===== config.mk =====
export PLATFORM = sky130hd
export DESIGN_NAME = simon_round_ctrl
export DESIGN_NICKNAME = d
export VERILOG_FILES = /design/src/rtl/simon_pkg.sv /design/src/rtl/simon_timer.sv /design/src/rtl/simon_round_ctrl.sv
export SDC_FILE = /design/constraint.sdc
export NUM_CORES = 1
export LEC_CHECK = 0
export ABC_AREA = 1
export CORE_MARGIN = 10
export CORE_UTILIZATION = 45
export DETAILED_ROUTE_END_ITERATION = 12
export PLACE_DENSITY = 0.65
export SLEW_MARGIN = 25
export SYNTH_ARGS = -nofsm -noshare
export SYNTH_HDL_FRONTEND = slang
export SYNTH_SLANG_ARGS = --single-unit

===== constraint.sdc =====
create_clock -name clk -period 5 [get_ports clk]
set_input_delay 0.75 -clock clk [delete_from_list [all_inputs] [get_ports clk]]
set_output_delay 0.75 -clock clk [all_outputs]
set_load 0.02 [all_outputs]

===== src/rtl/simon_pkg.sv =====
// Shared definitions for the Simon game-flow controller and its timer.
package simon_pkg;

  localparam int unsigned COUNT_W = 5;

  localparam logic BIT_A = 1'b0;
  localparam logic BIT_B = 1'b1;

  typedef enum logic [2:0] {
    IDLE,
    SHOW_ON,
    SHOW_OFF,
    WAIT_IN,
    ROUND_GAP,
    WIN,
    LOSE
  } state_t;

  // Largest of three cycle counts; sizes the shared timer.
  function automatic int unsigned max3(input int unsigned a,
                                       input int unsigned b,
                                       input int unsigned c);
    int unsigned m;
    m = a;
    if (b > m) m = b;
    if (c > m) m = c;
    return m;
  endfunction

endpackage


===== src/rtl/simon_timer.sv =====
// Down-counting interval timer: a load of N produces a one-cycle expired
// pulse exactly N cycles later. A load of 0 never expires.
module simon_timer #(
  parameter int unsigned WIDTH = 8
) (
  input  logic             clk,
  input  logic             reset,
  input  logic             load,
  input  logic [WIDTH-1:0] load_value,
  output logic             expired
);

  logic [WIDTH-1:0] count;

  // Count register: load has priority, otherwise decrement down to zero.
  always_ff @(posedge clk) begin
    if (reset) begin
      count <= '0;
    end else if (load) begin
      count <= load_value;
    end else if (count != '0) begin
      count <= count - WIDTH'(1);
    end
  end

  // The last counted cycle is the expiry cycle.
  always_comb begin
    expired = (count == WIDTH'(1));
  end

endmodule


===== src/rtl/simon_round_ctrl.sv =====
// Simon game-flow controller: plays back the sequence on two LEDs, checks
// button presses against it, and drives the round/position counter pulses.
module simon_round_ctrl
  import simon_pkg::*;
#(
  parameter int unsigned MAX_ROUNDS     = 16,
  parameter int unsigned SHOW_CYCLES    = 50_000_000,
  parameter int unsigned GAP_CYCLES     = 25_000_000,
  parameter int unsigned TIMEOUT_CYCLES = 0
) (
  input  logic               clk,
  input  logic               reset,
  input  logic               start,
  input  logic               btn_a,
  input  logic               btn_b,
  input  logic               expected_bit,
  input  logic [COUNT_W-1:0] round_count,
  input  logic [COUNT_W-1:0] pos_count,
  output logic               round_inc,
  output logic               round_rst,
  output logic               pos_inc,
  output logic               pos_rst,
  output logic               led_a,
  output logic               led_b,
  output logic               win,
  output logic               lose
);

  localparam int unsigned TIMER_W =
    $clog2(max3(SHOW_CYCLES, GAP_CYCLES, TIMEOUT_CYCLES)) + 1;

  localparam logic [TIMER_W-1:0] SHOW_LD    = TIMER_W'(SHOW_CYCLES);
  localparam logic [TIMER_W-1:0] GAP_LD     = TIMER_W'(GAP_CYCLES);
  localparam logic [TIMER_W-1:0] TIMEOUT_LD = TIMER_W'(TIMEOUT_CYCLES);
  localparam logic [COUNT_W-1:0] MAX_R      = COUNT_W'(MAX_ROUNDS);
  localparam logic               TIMEOUT_EN = (TIMEOUT_CYCLES != 0);

  state_t               state, state_n;
  logic                 tmr_load;
  logic [TIMER_W-1:0]   tmr_value;
  logic                 tmr_expired;

  logic                 round_inc_n, round_rst_n, pos_inc_n, pos_rst_n;
  logic                 led_a_n, led_b_n, win_n, lose_n;
  logic                 press_any, press_both, press_bit;

  simon_timer #(
    .WIDTH(TIMER_W)
  ) u_timer (
    .clk       (clk),
    .reset     (reset),
    .load      (tmr_load),
    .load_value(tmr_value),
    .expired   (tmr_expired)
  );

  // Decode the press into the bit it stands for.
  always_comb begin
    press_any  = btn_a | btn_b;
    press_both = btn_a & btn_b;
    press_bit  = btn_b ? BIT_B : BIT_A;
  end

  // State register.
  always_ff @(posedge clk) begin
    if (reset) begin
      state <= IDLE;
    end else begin
      state <= state_n;
    end
  end

  // Next state, timer loads and counter pulse requests.
  always_comb begin
    state_n     = state;
    tmr_load    = 1'b0;
    tmr_value   = SHOW_LD;
    round_inc_n = 1'b0;
    round_rst_n = 1'b0;
    pos_inc_n   = 1'b0;
    pos_rst_n   = 1'b0;
    case (state)
      IDLE, WIN, LOSE: begin
        if (start) begin
          round_rst_n = 1'b1;
          pos_rst_n   = 1'b1;
          tmr_load    = 1'b1;
          tmr_value   = SHOW_LD;
          state_n     = SHOW_ON;
        end
      end
      SHOW_ON: begin
        if (tmr_expired) begin
          tmr_load  = 1'b1;
          tmr_value = GAP_LD;
          state_n   = SHOW_OFF;
        end
      end
      SHOW_OFF: begin
        if (tmr_expired) begin
          tmr_load = 1'b1;
          if (pos_count == round_count) begin
            pos_rst_n = 1'b1;
            tmr_value = TIMEOUT_LD;
            state_n   = WAIT_IN;
          end else begin
            pos_inc_n = 1'b1;
            tmr_value = SHOW_LD;
            state_n   = SHOW_ON;
          end
        end
      end
      WAIT_IN: begin
        if (press_both) begin
          state_n = LOSE;
        end else if (press_any) begin
          if (press_bit != expected_bit) begin
            state_n = LOSE;
          end else if (pos_count < round_count) begin
            pos_inc_n = 1'b1;
            tmr_load  = 1'b1;
            tmr_value = TIMEOUT_LD;
          end else if ((pos_count == round_count) && (round_count == MAX_R)) begin
            state_n = WIN;
          end else begin
            round_inc_n = 1'b1;
            pos_rst_n   = 1'b1;
            tmr_load    = 1'b1;
            tmr_value   = GAP_LD;
            state_n     = ROUND_GAP;
          end
        end else if (TIMEOUT_EN && tmr_expired) begin
          state_n = LOSE;
        end
      end
      ROUND_GAP: begin
        if (tmr_expired) begin
          tmr_load  = 1'b1;
          tmr_value = SHOW_LD;
          state_n   = SHOW_ON;
        end
      end
      default: begin
        state_n = IDLE;
      end
    endcase
  end

  // LED and result levels. LEDs follow the current state one cycle late so
  // that expected_bit has already settled after the counter pulse that
  // preceded this playback step; the lit time is still SHOW_CYCLES.
  always_comb begin
    led_a_n = (state == SHOW_ON) && (expected_bit == BIT_A);
    led_b_n = (state == SHOW_ON) && (expected_bit == BIT_B);
    win_n   = (state_n == WIN);
    lose_n  = (state_n == LOSE);
  end

  // Output register; reset clears every output, so no pulse leaves in the
  // reset cycle.
  always_ff @(posedge clk) begin
    if (reset) begin
      round_inc <= 1'b0;
      round_rst <= 1'b0;
      pos_inc   <= 1'b0;
      pos_rst   <= 1'b0;
      led_a     <= 1'b0;
      led_b     <= 1'b0;
      win       <= 1'b0;
      lose      <= 1'b0;
    end else begin
      round_inc <= round_inc_n;
      round_rst <= round_rst_n;
      pos_inc   <= pos_inc_n;
      pos_rst   <= pos_rst_n;
      led_a     <= led_a_n;
      led_b     <= led_b_n;
      win       <= win_n;
      lose      <= lose_n;
    end
  end

endmodule


# After elaboration in Yosys (flattened, before gate mapping)
# Index checks and enable logic that the tools add are counted.
[word_totals]
ff_bits = 38
out_inout_bits = 8
[op_classes]
add_sub_neg = 1
n_lt_le_gt_ge = 1
n_eq_ne = 12
muxes = 45
n_bitwise = 5
reduce_logical = 10
[ops]
columns = ["op", "n"]
rows = [
  ["$mux W26", 8],
  ["$pmux W26 S3", 1],
  ["$mux W27", 2],
  ["$eq A27 B1 Y1 const B", 1],
  ["$reduce_bool A27 Y1", 1],
  ["$sub A27 B1 Y27 const B", 1],
  ["$mux W3", 8],
  ["$mux W1", 21],
  ["$eq A3 B3 Y1 const B", 5],
  ["$pmux W3 S5", 1],
  ["$eq A3 B2 Y1 const B", 2],
  ["$pmux W1 S3", 2],
  ["$reduce_or A3 Y1", 2],
  ["$eq A5 B5 Y1", 1],
  ["$eq A5 B5 Y1 const B", 1],
  ["$lt A5 B5 Y1", 1],
  ["$reduce_or A2 Y1", 2],
  ["$eq A3 B1 Y1 const B", 1],
  ["$logic_and A1 B1 Y1", 3],
  ["$logic_not A3 Y1", 1],
  ["$not A1 Y1", 3],
  ["$mux W2", 1],
  ["$pmux W1 S2", 1],
  ["$reduce_bool A2 Y1", 1],
  ["3 further kinds", 3],
]

# Depth between registers and ports, before layout
[logic_depth]
ltp_word = 9
mapped_depth = 15
depth_no_buf = 14

# Modules after synthesis
# A second synthesis with hierarchy kept.
[unflattened]
cells_unflattened = 474
hier_area_um2 = 2787.7
[modules_own_cells]
columns = ["mod", "instances", "cells_per_inst", "area_per_inst_um2"]
rows = [
  ["simon_timer", 1, 330, 1928.1],
  ["simon_round_ctrl", 1, 144, 859.6],
]

# Worst setup path before layout
# OpenSTA, ideal clock, no wires.
[synth_timing]
path_kind = "in2reg"
start = "in round_count[4]"
end = "reg u_timer.count[22]"
t_arrival_ns = 2.168
required_time_ns = 4.872
setup_slack_ns = 2.704
path_stages = 14
path_buffers = 1
path_cell_list = "inv_1 ha_1 nand2_1 nor2_1 nand2_1 nor2_1 nand2_1 nand2_2 nand2_4 nor2_8 nand4_4 buf_6 nand2_1 nor2_1"
[synth_between]
elab_chain_len = 9
word_cells_on_any_way = 19
cone_classes = "1 x order compare; 2 x eq/ne; 14 x mux; 2 x reduce/logical"
[synth_lines]
columns = ["item", "line_no", "text"]
rows = [
  ["start, declared", "simon_round_ctrl.sv:17", "input logic [COUNT_W-1:0] round_count,"],
  ["branches (longest 9 deep; another with $lt A5 B5 Y1)", "--", ""],
  ["end signal, assigned", "simon_timer.sv:20", "count <= load_value;"],
  ["end signal, assigned", "simon_timer.sv:22", "count <= count - WIDTH'(1);"],
  ["end, declared", "simon_timer.sv:13", "logic [WIDTH-1:0] count;"],
]
# Several ways; the timed one is not identified.
# A chain may end at the register's enable or synchronous reset.

# Worst setup path after layout
[layout_timing]
start = "in round_count[4]"
end = "reg u_timer.count[21]"
# The elaborated chain is that of the path after synthesis.

==> flow_summary.yaml <==
clocking:
  htreeDepth: 2
  clock_latency_ns: 0.30
  cts_tree: "done"
  path_clk_slew_ns: 0.08
  cts_sinks: 38
  cts_setup_buffers: 0
  cts-hold-fix-buffers: 0
  cts_root_buffer: "clkbuf_8"
  post_cts_resized: 0
  clock_path_buffers: 2
  numCtsBuffers: 5
global_route:
  antenna_found_initial: 0
  overflow: 0
  grt_max_degree: 23
  grt_pass1_wl_mm: 10.18
  grt_pass1_vias: 2151
  grtUsageTotal_pct: 14.02
die:
  initial_utilization_pct: 46.13
  die_w_um: 95.13
  fp.coreArea_um2: 5507
  dieArea_um2: 9050
  dieHeight_um: 95.13
  rows: 27
  io_pins: 24
setup_path:
  ff2ff_path_depth: 12
  path_max_fanout: 22
  arrival_ns: 3.08
  cp-end-kind: "register"
  timing.rr.start: "u_timer.count[1]"
  cp.required_ns: 5.16
  slowest_stage: "clkdlybuf4s50_1"
  path_common_cell: "nand2_1"
  critPathMaxStageDelay_ns: 0.47
  worst_setup_path_start_kind: "primary input"
  path_cells: "clkdlybuf4s50_1 -> inv_1 -> ha_1 -> nand2_1 -> nor2_1 -> nand2_1 -> nor2_1 -> nand2_1 -> nand2_2 -> nand2_4 -> nor2_8 -> nand4_4 -> nand2_1 -> nor2_1"
  reg2reg_slack_ns: 2.99
  crit_buf_inv: 2
  critPathKind: "in -> reg"
  r2r_end: "u_timer.count[21]"
  path_delay_family: "simple AND/OR/NAND/NOR gates"
yosys:
  synth.cell_area_um2: 2540
  yosysSeqAreaShare_pct: 29.95
  yosys_warnings: 0
  ys_seq_elements: 38
  syn-num-nets: 408
  syn_area_per_cell_um2: 6.614
  synthCells: 384
  synth.distinct_cells: 35
route:
  dr.pass1.iters: 4
  drtIter0Drc: 138
  vias_per_cell: 4.826
  ant_nets: 0
  routedWlPerCell_um: 12.37
  via_count: 2326
  wl_mm: 5.960
  drc: 0
layout:
  antennaDiodeCount: 0
  nets: 433
  area_delta_synth_final_pct: 16.75
  fillers: 559
  drive_above_1_share_pct: 9.512
  finalInstanceArea_um2: 2965
timing:
  relSlewSlack_pct: 45.54
  fin_crit_ns: 2.925
  fmax_mhz: 341.9
  period_share_pct: 58.50
  hold_viol: 0
  setup_tns_ns: 0
  tightest_slew_ns: 0.8143
  slew_viol_final: 0
  rsz0062_at_grt: "false"
  skew_ns: 0.007982
  setup_viol: 0
power:
  irDropWorstVdd_mv: 0.2491
  pwr_density_cell_nw_per_um2: 396.8
  p_leak_nw: 1.452
job:
  cap_violations: 0
outcome:
  status: "finished clean"
min_path:
  min_from: "u_timer.count[0]"
  whs_endpoint: "u_timer.count[0]"
  hold_depth: 2
  min_path_type: "reg -> reg"
place:
  hpwl_mm: 4.688
  dpl_cell_area_um2: 2823
  portBuffers: 23
  gp_congestion: 0.8487
logic make-up after synthesis:
| logic type | synth area share, % |
|---|---|
| compound gates | 7.833 |
| buf+inv | 8.719 |
| xor+xnor | 4.138 |
| fa+ha+maj | 3.941 |
| simple gates | 45.02 |
| mux | 0.3941 |
| flops | 29.95 |
through the flow:
step | utilization (%) | setup slack (ns) | power, mW | std cells | hold WS, ns
6_report | 53.85 | 2.075 | 1.177 | 482 | 0.4880
3_5_place_dp | 51.26 | 1.747 | 0.8517 | 474 | 0.4809
4_1_cts | 53.85 | 2.071 | 1.184 | 482 | 0.4914
5_1_grt | 53.85 | 1.826 | 1.265 | 482 | 0.5364
3_3_place_gp | 51.26 | 1.786 | 0.8438 | 474 | 0.4734
2_1_floorplan | - | 2.704 | 0.7541 | 384 | 0.4544
sequential cells by signal, indices dropped and copies added, names as in the netlist:
register / cells
lose: 1
win: 1
round_rst: 1
state: 3
u_timer.count: 27
round_inc: 1
pos_rst: 1
pos_inc: 1
led_b: 1
led_a: 1
metal layers:
layer	share of wire (%)	global-route usage [%]
met3	3.9	2.907
met5	0	0
met1	47	17.74
met2	47	22.39
met4	2.4	6.359
cells in the mapped netlist:
cell / number / area (um^2)
inv_2: 1 / 3.750
nand3b_1: 2 / 15.01
nand3_2: 2 / 20.02
nand2_2: 6 / 37.54
xnor2_1: 7 / 61.31
a21oi_1: 16 / 80.08
nand2_1: 98 / 367.9
nor3_4: 1 / 16.27
ha_1: 8 / 100.1
clkbuf_1: 2 / 7.510
buf_4: 1 / 7.510
nor2_4: 4 / 45.04
nor2_1: 73 / 274.0
xor2_1: 5 / 43.79
dfxtp_1: 38 / 760.7
o21ai_1: 4 / 20.02
a211oi_2: 3 / 37.54
o21ai_0: 6 / 30.03
a21oi_2: 1 / 8.760
buf_6: 2 / 22.52
nor3b_1: 1 / 7.510
nor2_2: 2 / 12.51
nand4_1: 6 / 37.54
nand3_1: 26 / 130.1
or2_1: 1 / 6.260
nor3_1: 4 / 20.02
inv_1: 48 / 180.2
o211ai_1: 2 / 15.01
nand4_4: 1 / 21.27
nand2_4: 5 / 56.30
nor2_8: 2 / 40.04
nor4_1: 1 / 6.260
mux2i_1: 1 / 10.01
nor3_2: 3 / 30.03
o21bai_1: 1 / 7.510
worst register-to-register path: stages (launching register included):
cell and delay (ns):
dfxtp_1 0.34, inv_1 0.08, ha_1 0.18, nand2_1 0.12, nor2_1 0.09, nand2_4 0.08
nor2_4 0.04, nand2_2 0.10, nand2_4 0.07, nor2_8 0.30, nand4_4 0.28, nand2_1 0.15
nor2_1 0.04
layout by cell type (no fill, tap or decap):
cell type and instances:
nand4_4 1, nand3b_1 2, nor2_2 2, nand4_1 6, nor2_4 4, dfxtp_1 38, nand3_1 26, a21oi_1 16
o21ai_1 4, nand3_2 2, a21oi_2 1, nor3_2 3, o21ai_0 6, nand2_4 5, clkdlybuf4s50_1 23, nor3_4 1
nor2_8 2, o211ai_1 2, nor4_1 1, o21bai_1 1, nand2_1 98, xnor2_1 7, xor2_1 5, clkbuf_8 6
nor3_1 4, nand2_2 6, bufinv_16 2, a211oi_2 3, mux2i_1 1, or2_1 1, nor2_1 73, inv_2 1
inv_1 48, nor3b_1 1, ha_1 8
power by group:
group / total, mW / leakage [nW] / internal, mW / switching [mW]
logic: 0.467 / 1.07 / 0.162 / 0.304
registers: 0.379 / 0.312 / 0.343 / 0.0363
clock network: 0.330 / 0.0714 / 0.213 / 0.117
worst max path at each step:
| stage | slack, ns | end | start | cells after the start |
|---|---|---|---|---|
| floorplan | 2.70 | u_timer.count[22] | round_count[4] | 14 |
| global placement | 1.79 | u_timer.count[17] | round_count[4] | 14 |
| detailed placement | 1.75 | u_timer.count[15] | round_count[4] | 14 |
| CTS | 2.07 | u_timer.count[21] | round_count[4] | 14 |
| global route | 1.83 | u_timer.count[7] | round_count[4] | 14 |
| finish | 2.07 | u_timer.count[21] | round_count[4] | 14 |
cell type report:
type                            count  area [um^2]  area share (%)
Inverter                           49        183.9           6.203
Timing Repair Buffer               23        230.2           7.764
Multi-Input combinational cell    292         1558           52.53
Clock buffer                        6        82.58           2.785
Tap cell                           72        90.09           3.038
Sequential cell                    38        760.7           25.65
Clock inverter                      2        60.06           2.025
(Power assumes the default switching activity.)
